$ cat src/rtl/iob_wishbone2iob_pkg.sv
// iob_wishbone2iob_pkg: state encoding shared by the bridge RTL and its bench.
// Revision: 1.0
`default_nettype none

package iob_wishbone2iob_pkg;

  localparam int STATE_W = 2;

  typedef enum logic [STATE_W-1:0] {
    IDLE = 2'd0,
    REQ  = 2'd1,
    ACK  = 2'd2
  } state_t;

endpackage

`default_nettype wire

$ cat src/rtl/iob_reg.sv
// iob_reg: register with async active-low reset, sync clear and enable.
// Revision: 1.0
`default_nettype none

module iob_reg #(
  parameter int                DATA_W  = 1,
  parameter logic [DATA_W-1:0] RST_VAL = '0
) (
  input  logic              clk_i,
  input  logic              arst_n_i,
  input  logic              rst_i,
  input  logic              en_i,
  input  logic [DATA_W-1:0] data_i,
  output logic [DATA_W-1:0] data_o
);

  // Clear wins over enable so a capture can restart a register in one edge.
  always_ff @(posedge clk_i or negedge arst_n_i) begin
    if (!arst_n_i) begin
      data_o <= RST_VAL;
    end else if (rst_i) begin
      data_o <= RST_VAL;
    end else if (en_i) begin
      data_o <= data_i;
    end
  end

endmodule

`default_nettype wire

$ cat src/rtl/iob_wishbone2iob.sv
// iob_wishbone2iob: Wishbone classic slave to IOb master bridge, one IOb access per request.
// Optional watchdog: define IOB_WB2IOB_TIMEOUT_EN.  Revision: 1.0
`default_nettype none

module iob_wishbone2iob
  import iob_wishbone2iob_pkg::*;
#(
  parameter int ADDR_W    = 32,
  parameter int DATA_W    = 32,
  parameter int TIMEOUT_W = 8
) (
  input  logic                clk_i,
  input  logic                arst_n_i,
  input  logic                wb_cyc_i,
  input  logic                wb_stb_i,
  input  logic                wb_we_i,
  input  logic [ADDR_W-1:0]   wb_addr_i,
  input  logic [DATA_W/8-1:0] wb_select_i,
  input  logic [DATA_W-1:0]   wb_data_i,
  output logic [DATA_W-1:0]   wb_data_o,
  output logic                wb_ack_o,
  output logic                wb_error_o,
  output logic                valid_o,
  output logic [ADDR_W-1:0]   address_o,
  output logic [DATA_W-1:0]   wdata_o,
  output logic [DATA_W/8-1:0] wstrb_o,
  input  logic [DATA_W-1:0]   rdata_i,
  input  logic                ready_i
);

  localparam int STRB_W = DATA_W / 8;

  logic [STATE_W-1:0] state_q;
  state_t             state;
  state_t             state_nxt;
  logic               capture;
  logic               in_req;
  logic               abort_q;
  logic               abort_now;
  logic               timeout;
  logic               we_q;
  logic [STRB_W-1:0]  sel_q;

  assign state     = state_t'(state_q);
  assign in_req    = (state == REQ);
  // A cycle with cyc low counts as aborted even when it is the completing cycle.
  assign abort_now = abort_q | ~wb_cyc_i;

  always_comb begin
    state_nxt = state;
    capture   = 1'b0;
    case (state)
      IDLE: begin
        if (wb_cyc_i && wb_stb_i) begin
          capture   = 1'b1;
          state_nxt = REQ;
        end
      end
      REQ: begin
        if (ready_i) begin
          state_nxt = abort_now ? IDLE : ACK;
        end else if (timeout) begin
          state_nxt = IDLE;
        end
      end
      ACK:     state_nxt = IDLE;
      default: state_nxt = IDLE;
    endcase
  end

  iob_reg #(.DATA_W(STATE_W), .RST_VAL(STATE_W'(IDLE))) state_reg (
    .clk_i(clk_i), .arst_n_i(arst_n_i), .rst_i(1'b0), .en_i(1'b1),
    .data_i(state_nxt), .data_o(state_q)
  );

  iob_reg #(.DATA_W(ADDR_W)) addr_reg (
    .clk_i(clk_i), .arst_n_i(arst_n_i), .rst_i(1'b0), .en_i(capture),
    .data_i(wb_addr_i), .data_o(address_o)
  );

  iob_reg #(.DATA_W(DATA_W)) wdata_reg (
    .clk_i(clk_i), .arst_n_i(arst_n_i), .rst_i(1'b0), .en_i(capture),
    .data_i(wb_data_i), .data_o(wdata_o)
  );

  iob_reg #(.DATA_W(STRB_W)) sel_reg (
    .clk_i(clk_i), .arst_n_i(arst_n_i), .rst_i(1'b0), .en_i(capture),
    .data_i(wb_select_i), .data_o(sel_q)
  );

  iob_reg #(.DATA_W(1)) we_reg (
    .clk_i(clk_i), .arst_n_i(arst_n_i), .rst_i(1'b0), .en_i(capture),
    .data_i(wb_we_i), .data_o(we_q)
  );

  iob_reg #(.DATA_W(1)) abort_reg (
    .clk_i(clk_i), .arst_n_i(arst_n_i), .rst_i(capture), .en_i(in_req & ~wb_cyc_i),
    .data_i(1'b1), .data_o(abort_q)
  );

  // Read data is kept even for aborted reads; writes never touch it.
  iob_reg #(.DATA_W(DATA_W)) rdata_reg (
    .clk_i(clk_i), .arst_n_i(arst_n_i), .rst_i(1'b0), .en_i(in_req & ready_i & ~we_q),
    .data_i(rdata_i), .data_o(wb_data_o)
  );

  assign valid_o  = in_req;
  assign wstrb_o  = we_q ? sel_q : '0;
  assign wb_ack_o = (state == ACK);

`ifdef IOB_WB2IOB_TIMEOUT_EN
  logic [TIMEOUT_W-1:0] cnt_q;
  logic                 error_nxt;

  iob_reg #(.DATA_W(TIMEOUT_W)) cnt_reg (
    .clk_i(clk_i), .arst_n_i(arst_n_i), .rst_i(capture), .en_i(in_req & ~ready_i),
    .data_i(cnt_q + 1'b1), .data_o(cnt_q)
  );

  assign timeout   = in_req & ~ready_i & (cnt_q == '1);
  assign error_nxt = timeout & ~abort_now;

  iob_reg #(.DATA_W(1)) error_reg (
    .clk_i(clk_i), .arst_n_i(arst_n_i), .rst_i(1'b0), .en_i(1'b1),
    .data_i(error_nxt), .data_o(wb_error_o)
  );
`else
  logic unused_cfg;
  assign unused_cfg = (TIMEOUT_W > 0);
  assign timeout    = 1'b0;
  assign wb_error_o = 1'b0;
`endif

endmodule

`default_nettype wire

$ cat config.mk
export PLATFORM = sky130hd
export DESIGN_NAME = iob_wishbone2iob
export DESIGN_NICKNAME = d
export VERILOG_FILES = /design/src/rtl/iob_wishbone2iob_pkg.sv /design/src/rtl/iob_reg.sv /design/src/rtl/iob_wishbone2iob.sv
export SDC_FILE = /design/constraint.sdc
export NUM_CORES = 1
export LEC_CHECK = 0
export CAP_MARGIN = 20
export CORE_MARGIN = 4
export CORE_UTILIZATION = 37
export CTS_BUF_LIST = sky130_fd_sc_hd__clkbuf_4 sky130_fd_sc_hd__clkbuf_8
export CTS_CLUSTER_DIAMETER = 50
export DETAILED_ROUTE_END_ITERATION = 10
export GPL_TIMING_DRIVEN = 0
export HOLD_SLACK_MARGIN = 0.06
export PLACE_DENSITY_LB_ADDON = 0.3
export SLEW_MARGIN = 5
export SYNTH_ARGS = -nofsm -noshare
export SYNTH_HDL_FRONTEND = slang
export SYNTH_SLANG_ARGS = --single-unit
$ cat constraint.sdc
create_clock -name clk_i -period 1.6 [get_ports clk_i]
set_input_delay 0.32 -clock clk_i [delete_from_list [all_inputs] [get_ports clk_i]]
set_output_delay 0.32 -clock clk_i [all_outputs]
set_load 0.01 [all_outputs]
==> results of run 1 <==
kinds of logic (layout without fill, tap and decap cells):
kind of cell,Yosys count,in the layout,share of synthesized area
AOI/OAI and AO/OA,2,2,0.003409
muxes,101,101,0.2929
DFF,104,104,0.6448
buffers and inverters,15,249,0.03441
other,1,1,0.0009291
and+or+nand+nor,14,14,0.02356
area by class of cell:
cell class	instances	area [sq um]
Inverter	2	7.507
Sequential cell	104	2605
Timing Repair Buffer	221	2262
Fill cell	801	3608
Tap cell	136	170.2
Buffer	12	170.2
Clock buffer	14	180.2
Multi-Input combinational cell	118	1459
flip-flops by register name, summed over array words and instances (netlist names):
register / flops
wdata_reg.data_o: 32
rdata_reg.data_o: 32
state_reg.data_o: 2
we_reg.data_o: 1
sel_reg.data_o: 4
addr_reg.data_o: 32
abort_reg.data_o: 1
stage by stage:
step	util	hold WS, ns
finish	0.6551	0.4608
global route	0.6551	0.4933
CTS	0.6252	0.4705
detailed placement	0.6025	0.3951
global placement	0.6001	0.4438
floorplan	-	0.02441
timing repair:
action                                  CTS  global route
endpoints found under the setup margin  106           133
buffers inserted                          7             2
gates cloned                              1             2
resized for setup                        85            83
hold buffers                              1             0
hold endpoints to repair                 48             0
pin swaps                                 1             1
synthesized netlist by cell type (all sizes together):
| library cell | number | share of area |
|---|---|---|
| a21oi | 1 | 0.0012 |
| and2 | 4 | 0.0062 |
| and3b | 1 | 0.0022 |
| and4bb | 1 | 0.0031 |
| buf | 10 | 0.024 |
| clkbuf | 3 | 0.0081 |
| conb | 1 | 0.00093 |
| dfrtp | 104 | 0.64 |
| inv | 2 | 0.0019 |
| mux2 | 101 | 0.29 |
| nand2 | 2 | 0.0019 |
| nand2b | 2 | 0.0031 |
| nand3b | 1 | 0.0019 |
| nor2b | 1 | 0.0016 |
| nor3 | 1 | 0.0012 |
| nor4bb | 1 | 0.0025 |
| o221ai | 1 | 0.0022 |
path summary, 6_finish.rpt:
kind / to / slack (ns) / cells after the start
setup reg to reg: addr_reg.data_o[24]$_DFFE_PN0P_ / -0.03 / 5
setup / recovery: addr_reg.data_o[24]$_DFFE_PN0P_ / -0.05 / 6
hold reg to reg: state_reg.data_o[1]$_DFFE_PN0P_ / 0.46 / 1
hold / removal: state_reg.data_o[1]$_DFFE_PN0P_ / 0.46 / 1
max in group asynchronous: rdata_reg.data_o[9]$_DFFE_PN0P_ / 0.36 / 3
min in group asynchronous: wdata_reg.data_o[16]$_DFFE_PN0P_ / 0.54 / 2
report_power, final:
group          internal, mW  total (mW)  switching, mW
logic                  2.24        3.53           1.29
clock network         0.715        1.54          0.830
registers              3.48        3.90          0.424
per-layer routing:
| layer | GRT usage | routed length, microns | vias to the layer above |
|---|---|---|---|
| met2 | 0.2956 | 5878 | 97 |
| met1 | 0.1805 | 4218 | 1419 |
| met4 | 0.07051 | 223 | 0 |
| met5 | 0 | 0 | - |
| li1 | - | - | 1281 |
| met3 | 0.05067 | 681 | 18 |
==> metrics.txt, run 1 <==
status=complete, but fails checks; failing checks=setup timing; first-pass GRT wire length=16.30 mm; Worst VDD drop=0.7550 mV; Tightest Pin Transition=0.6491 ns; CP required=1.85 ns; HPWL after DPL=7.896 mm; Layout area overhead=69.81%; WS Path Type=in2reg; Final min period=1.646 ns; Die Wd=112.4 microns; most frequent cells in the layout=106 x clkdlybuf4s50_1, 102 x dfrtp_1, 65 x dlygate4sd2_1, 53 x mux2_4, 48 x mux2_2; Critical R2R Launch=state_reg.data_o[1]$_DFFE_PN0P_; Cell Pwr Density=1310 nW/um^2; Finished Layout Cells=607; DRT iter0 DRCs=95; vias in the first global route=3,063; total wire length=11.00 mm; Core Footprint=10,460 sq um; cell chain of the critical path=clkdlybuf4s50_1 > nor4bb_2 > buf_4 > buf_12 > buf_8 > mux2_2; leading cell type in the layout, fill and taps excluded=clkdlybuf4s50_1; CTS max path bufs=2; largest net degree at the start of global routing=57; crit path launch=wb_stb_i; Synth Cell Area=4036 sq um; CTS HTree Levels=3; # nets final=574; Worst Clk Skew=0.002822 ns; largest fanout on the critical path=10; TritonCTS clock tree=built; mean routed wirelength per cell=18.13 microns; final setup fails=64; post-route setup TNS=-1.577 ns; Leak=3.309 nW; Worst-path clk slew=0.09 ns; Final ANT Viol Nets=0; DRC viols=0; Warnings, synthesis=0; Initial Util=0.3858; post-synthesis cell type count=22; Via Count=2,815; f_max=607.6 MHz; hold_sp=abort_reg.data_o$_DFFE_PN0P_; IO Pins=209; Clk Latency, worst-skew pair=0.35 ns; fraction of layout cells with a size suffix above 1=0.3121; Avg Inst Size Synth=17.03 sq um; Worst path top cell family by delay=buffers and inverters; Hold WC Path Type=reg2reg; Total GRT Usage=0.1652; flops & latches, synth=104; CP startpoint kind=input pin; clk root buf=clkbuf_8; dpl ws=-0.4368 ns; grt total ovfl=0; CP arrival=1.89 ns; Port Buf Inserts=207; Syn Nets=343; DIE HEIGHT=112.4 microns; Setup crit end kind=register; number of cell rows=37; DRT Pass-1 Iters=4; slowest stage cell, crit path=clkdlybuf4s50_1; Design Area, Final=6854 sq um; CTS Buf Count=9; Die Area=12,640 sq um; placed cell count=581; final period utilization=1.029; sequential share of the synthesized area=0.6448; Buf/Inv on CP=4; Via density=4.638; initial antenna violation count=0; Maximum Capacitance Violations=0; placed cell area=6304 sq um; Mapped Cells=237; number of diodes=0; pins over their slew limit=0; total power=8.981 mW; Hold Vio Cnt, Final=0; Worst Slack Setup Final=-0.04590 ns; Relative slew margins=0.5673; GP Congestion=0.7417; crit-path max cell delay=0.49 ns; RSZ-0062 raised after global routing=yes; CTS sink cnt=104
No activity file was read; power rests on OpenSTA's default activity.
==> run 2, diff against run 1 <==
- CORE_UTILIZATION: 37 -> 41
- GPL_ROUTABILITY_DRIVEN: unset -> 0
- TNS_END_PERCENT: unset -> 20
- clock period: 1.6 -> 1.85 ns (I/O delays scaled with it)
==> metrics.txt, run 2 (synthesis results as in run 1) <==
Sw Pwr=2.194 mW; total wire length=10.12 mm; Setup crit end kind=register; CTS max path bufs=2; DRT Pass-1 Iters=3; DRT iter0 DRCs=75; f_max=583.4 MHz; IO Pins=209; RSZ-0062 raised after global routing=no; HPWL after DPL=7.780 mm; Clk Latency, worst-skew pair=0.35 ns; Cell Pwr Density=1207 nW/um^2; CTS HTree Levels=3; status=complete, no violations; grt total ovfl=0; Worst Clk Skew=0.009469 ns; number of cell rows=35; Design Area, Final=6470 sq um; Via density=4.681; Initial Util=0.4287; Relative slew margins=0.5244; DRC viols=0; Layout area overhead=60.29%; placed cell area=6295 sq um; biggest regs=addr_reg.data_o (32), rdata_reg.data_o (32), wdata_reg.data_o (32); total power=7.812 mW; Final ANT Viol Nets=0; Core Footprint=9415 sq um; Die Wd=107.2 microns; CTS sink cnt=104; Int Pwr=5.618 mW; CTS Buf Count=9; largest fanout on the critical path=10; met3 Track Usage GR=0.03974; mean routed wirelength per cell=17.16 microns; met1 Use GR=0.1946; placed cell count=574; vias in the first global route=2,969; CP arrival=1.95 ns; final setup fails=0; Hold WC Path Type=in2async; CP required=2.09 ns; Die Area=11,500 sq um; Finished Layout Cells=590; met2 GRT Util=0.3217; initial antenna violation count=0; first-pass GRT wire length=15.46 mm; Comb power frac=0.398; Tightest Pin Transition=0.7134 ns; Maximum Capacitance Violations=0; Worst Reg2Reg Path Length in Cells=5; pins over their slew limit=0; Via Count=2,762; # nets final=562; Sw Share=0.2809; Port Buf Inserts=207; CP startpoint kind=input pin; Worst-path clk slew=0.10 ns; TritonCTS clock tree=built; clock share of power=0.170; largest net degree at the start of global routing=56; final period utilization=0.9265; clk root buf=clkbuf_8; most frequent cells in the layout=200 x clkdlybuf4s50_1, 104 x dfrtp_1, 89 x mux2_2, 12 x mux2_4, 12 x clkbuf_8; Worst VDD drop=0.5419 mV; fraction of layout cells with a size suffix above 1=0.2885; Hold Vio Cnt, Final=0; leading cell type in the layout, fill and taps excluded=clkdlybuf4s50_1; number of diodes=0; Total GRT Usage=0.1742; Final min period=1.714 ns; share of power burned in registers=0.432; Hold Slack=0.06273 ns; Leak=2.711 nW; post-route setup TNS=0 ns; busiest grt layer=met2; WS Path Type=in2reg; fillers=697; DIE HEIGHT=107.2 microns
## run 2: final cells by class
| class | instances | area, sq um | area share |
|---|---|---|---|
| timing repair buffer | 208 | 2090 | 0.3230 |
| clock buffer | 12 | 152.6 | 0.02359 |
| inverter | 2 | 7.507 | 0.001160 |
| clock inverter | 4 | 30.03 | 0.004641 |
| tap | 129 | 161.4 | 0.02495 |
| sequential | 104 | 2603 | 0.4022 |
| multi-input combinational | 118 | 1295 | 0.2002 |
| buffer | 13 | 131.4 | 0.02031 |
## run 2: routing by layer
metal | wire (microns) | vias up | part of all wire
li1 | - | 1265 | -
met1 | 3790 | 1393 | 0.37
met2 | 5598 | 92 | 0.55
met3 | 575 | 12 | 0.057
met4 | 159 | 0 | 0.016
met5 | 0 | - | 0
## run 2: power groups by stage
| stage | combinational (mW) | clock, mW | sequential [mW] |
|---|---|---|---|
| finish | 3.11 | 1.33 | 3.38 |
| global route | 3.28 | 1.47 | 3.48 |
| CTS | 3.16 | 1.38 | 3.39 |
| detailed placement | 3.16 | 0 | 3.44 |
| global placement | 3.11 | 0 | 3.39 |
| floorplan | 0.857 | 0 | 3.75 |
## run 2: worst max-delay path: stages
cell	delay (ns)
clkdlybuf4s50_1	0.50
nor4bb_1	0.27
buf_4	0.20
buf_8	0.15
buf_12	0.15
mux2_4	0.31
## run 2: per-stage QoR
step | setup WS, ns | utilization
6_report | 0.1360 | 0.6872
3_5_place_dp | -0.2485 | 0.6686
3_3_place_gp | -3.526 | 0.6659
2_1_floorplan | 0.3383 | -
4_1_cts | 0.1296 | 0.6872
5_1_grt | 0.02081 | 0.6872
## run 2: repair_timing
item                       CTS  global route
hold buffers                 0             0
resized for setup            6             0
setup buffers                0             0
setup endpoints to repair    6             0
hold endpoints to repair     0             0
## run 2: worst paths after layout
| path | start | to | slack, ns |
|---|---|---|---|
| max in group asynchronous | arst_n_i | rdata_reg.data_o[24]$_DFFE_PN0P_ | 1.09 |
| worst min-delay path | arst_n_i | wdata_reg.data_o[11]$_DFFE_PN0P_ | 0.06 |
| worst min register to register | abort_reg.data_o$_DFFE_PN0P_ | state_reg.data_o[1]$_DFFE_PN0P_ | 0.46 |
| min in group clk_i | abort_reg.data_o$_DFFE_PN0P_ | state_reg.data_o[1]$_DFFE_PN0P_ | 0.46 |
| worst max-delay path | wb_stb_i | wdata_reg.data_o[4]$_DFFE_PN0P_ | 0.14 |
| worst max register to register | state_reg.data_o[0]$_DFFE_PN0P_ | wdata_reg.data_o[4]$_DFFE_PN0P_ | 0.21 |
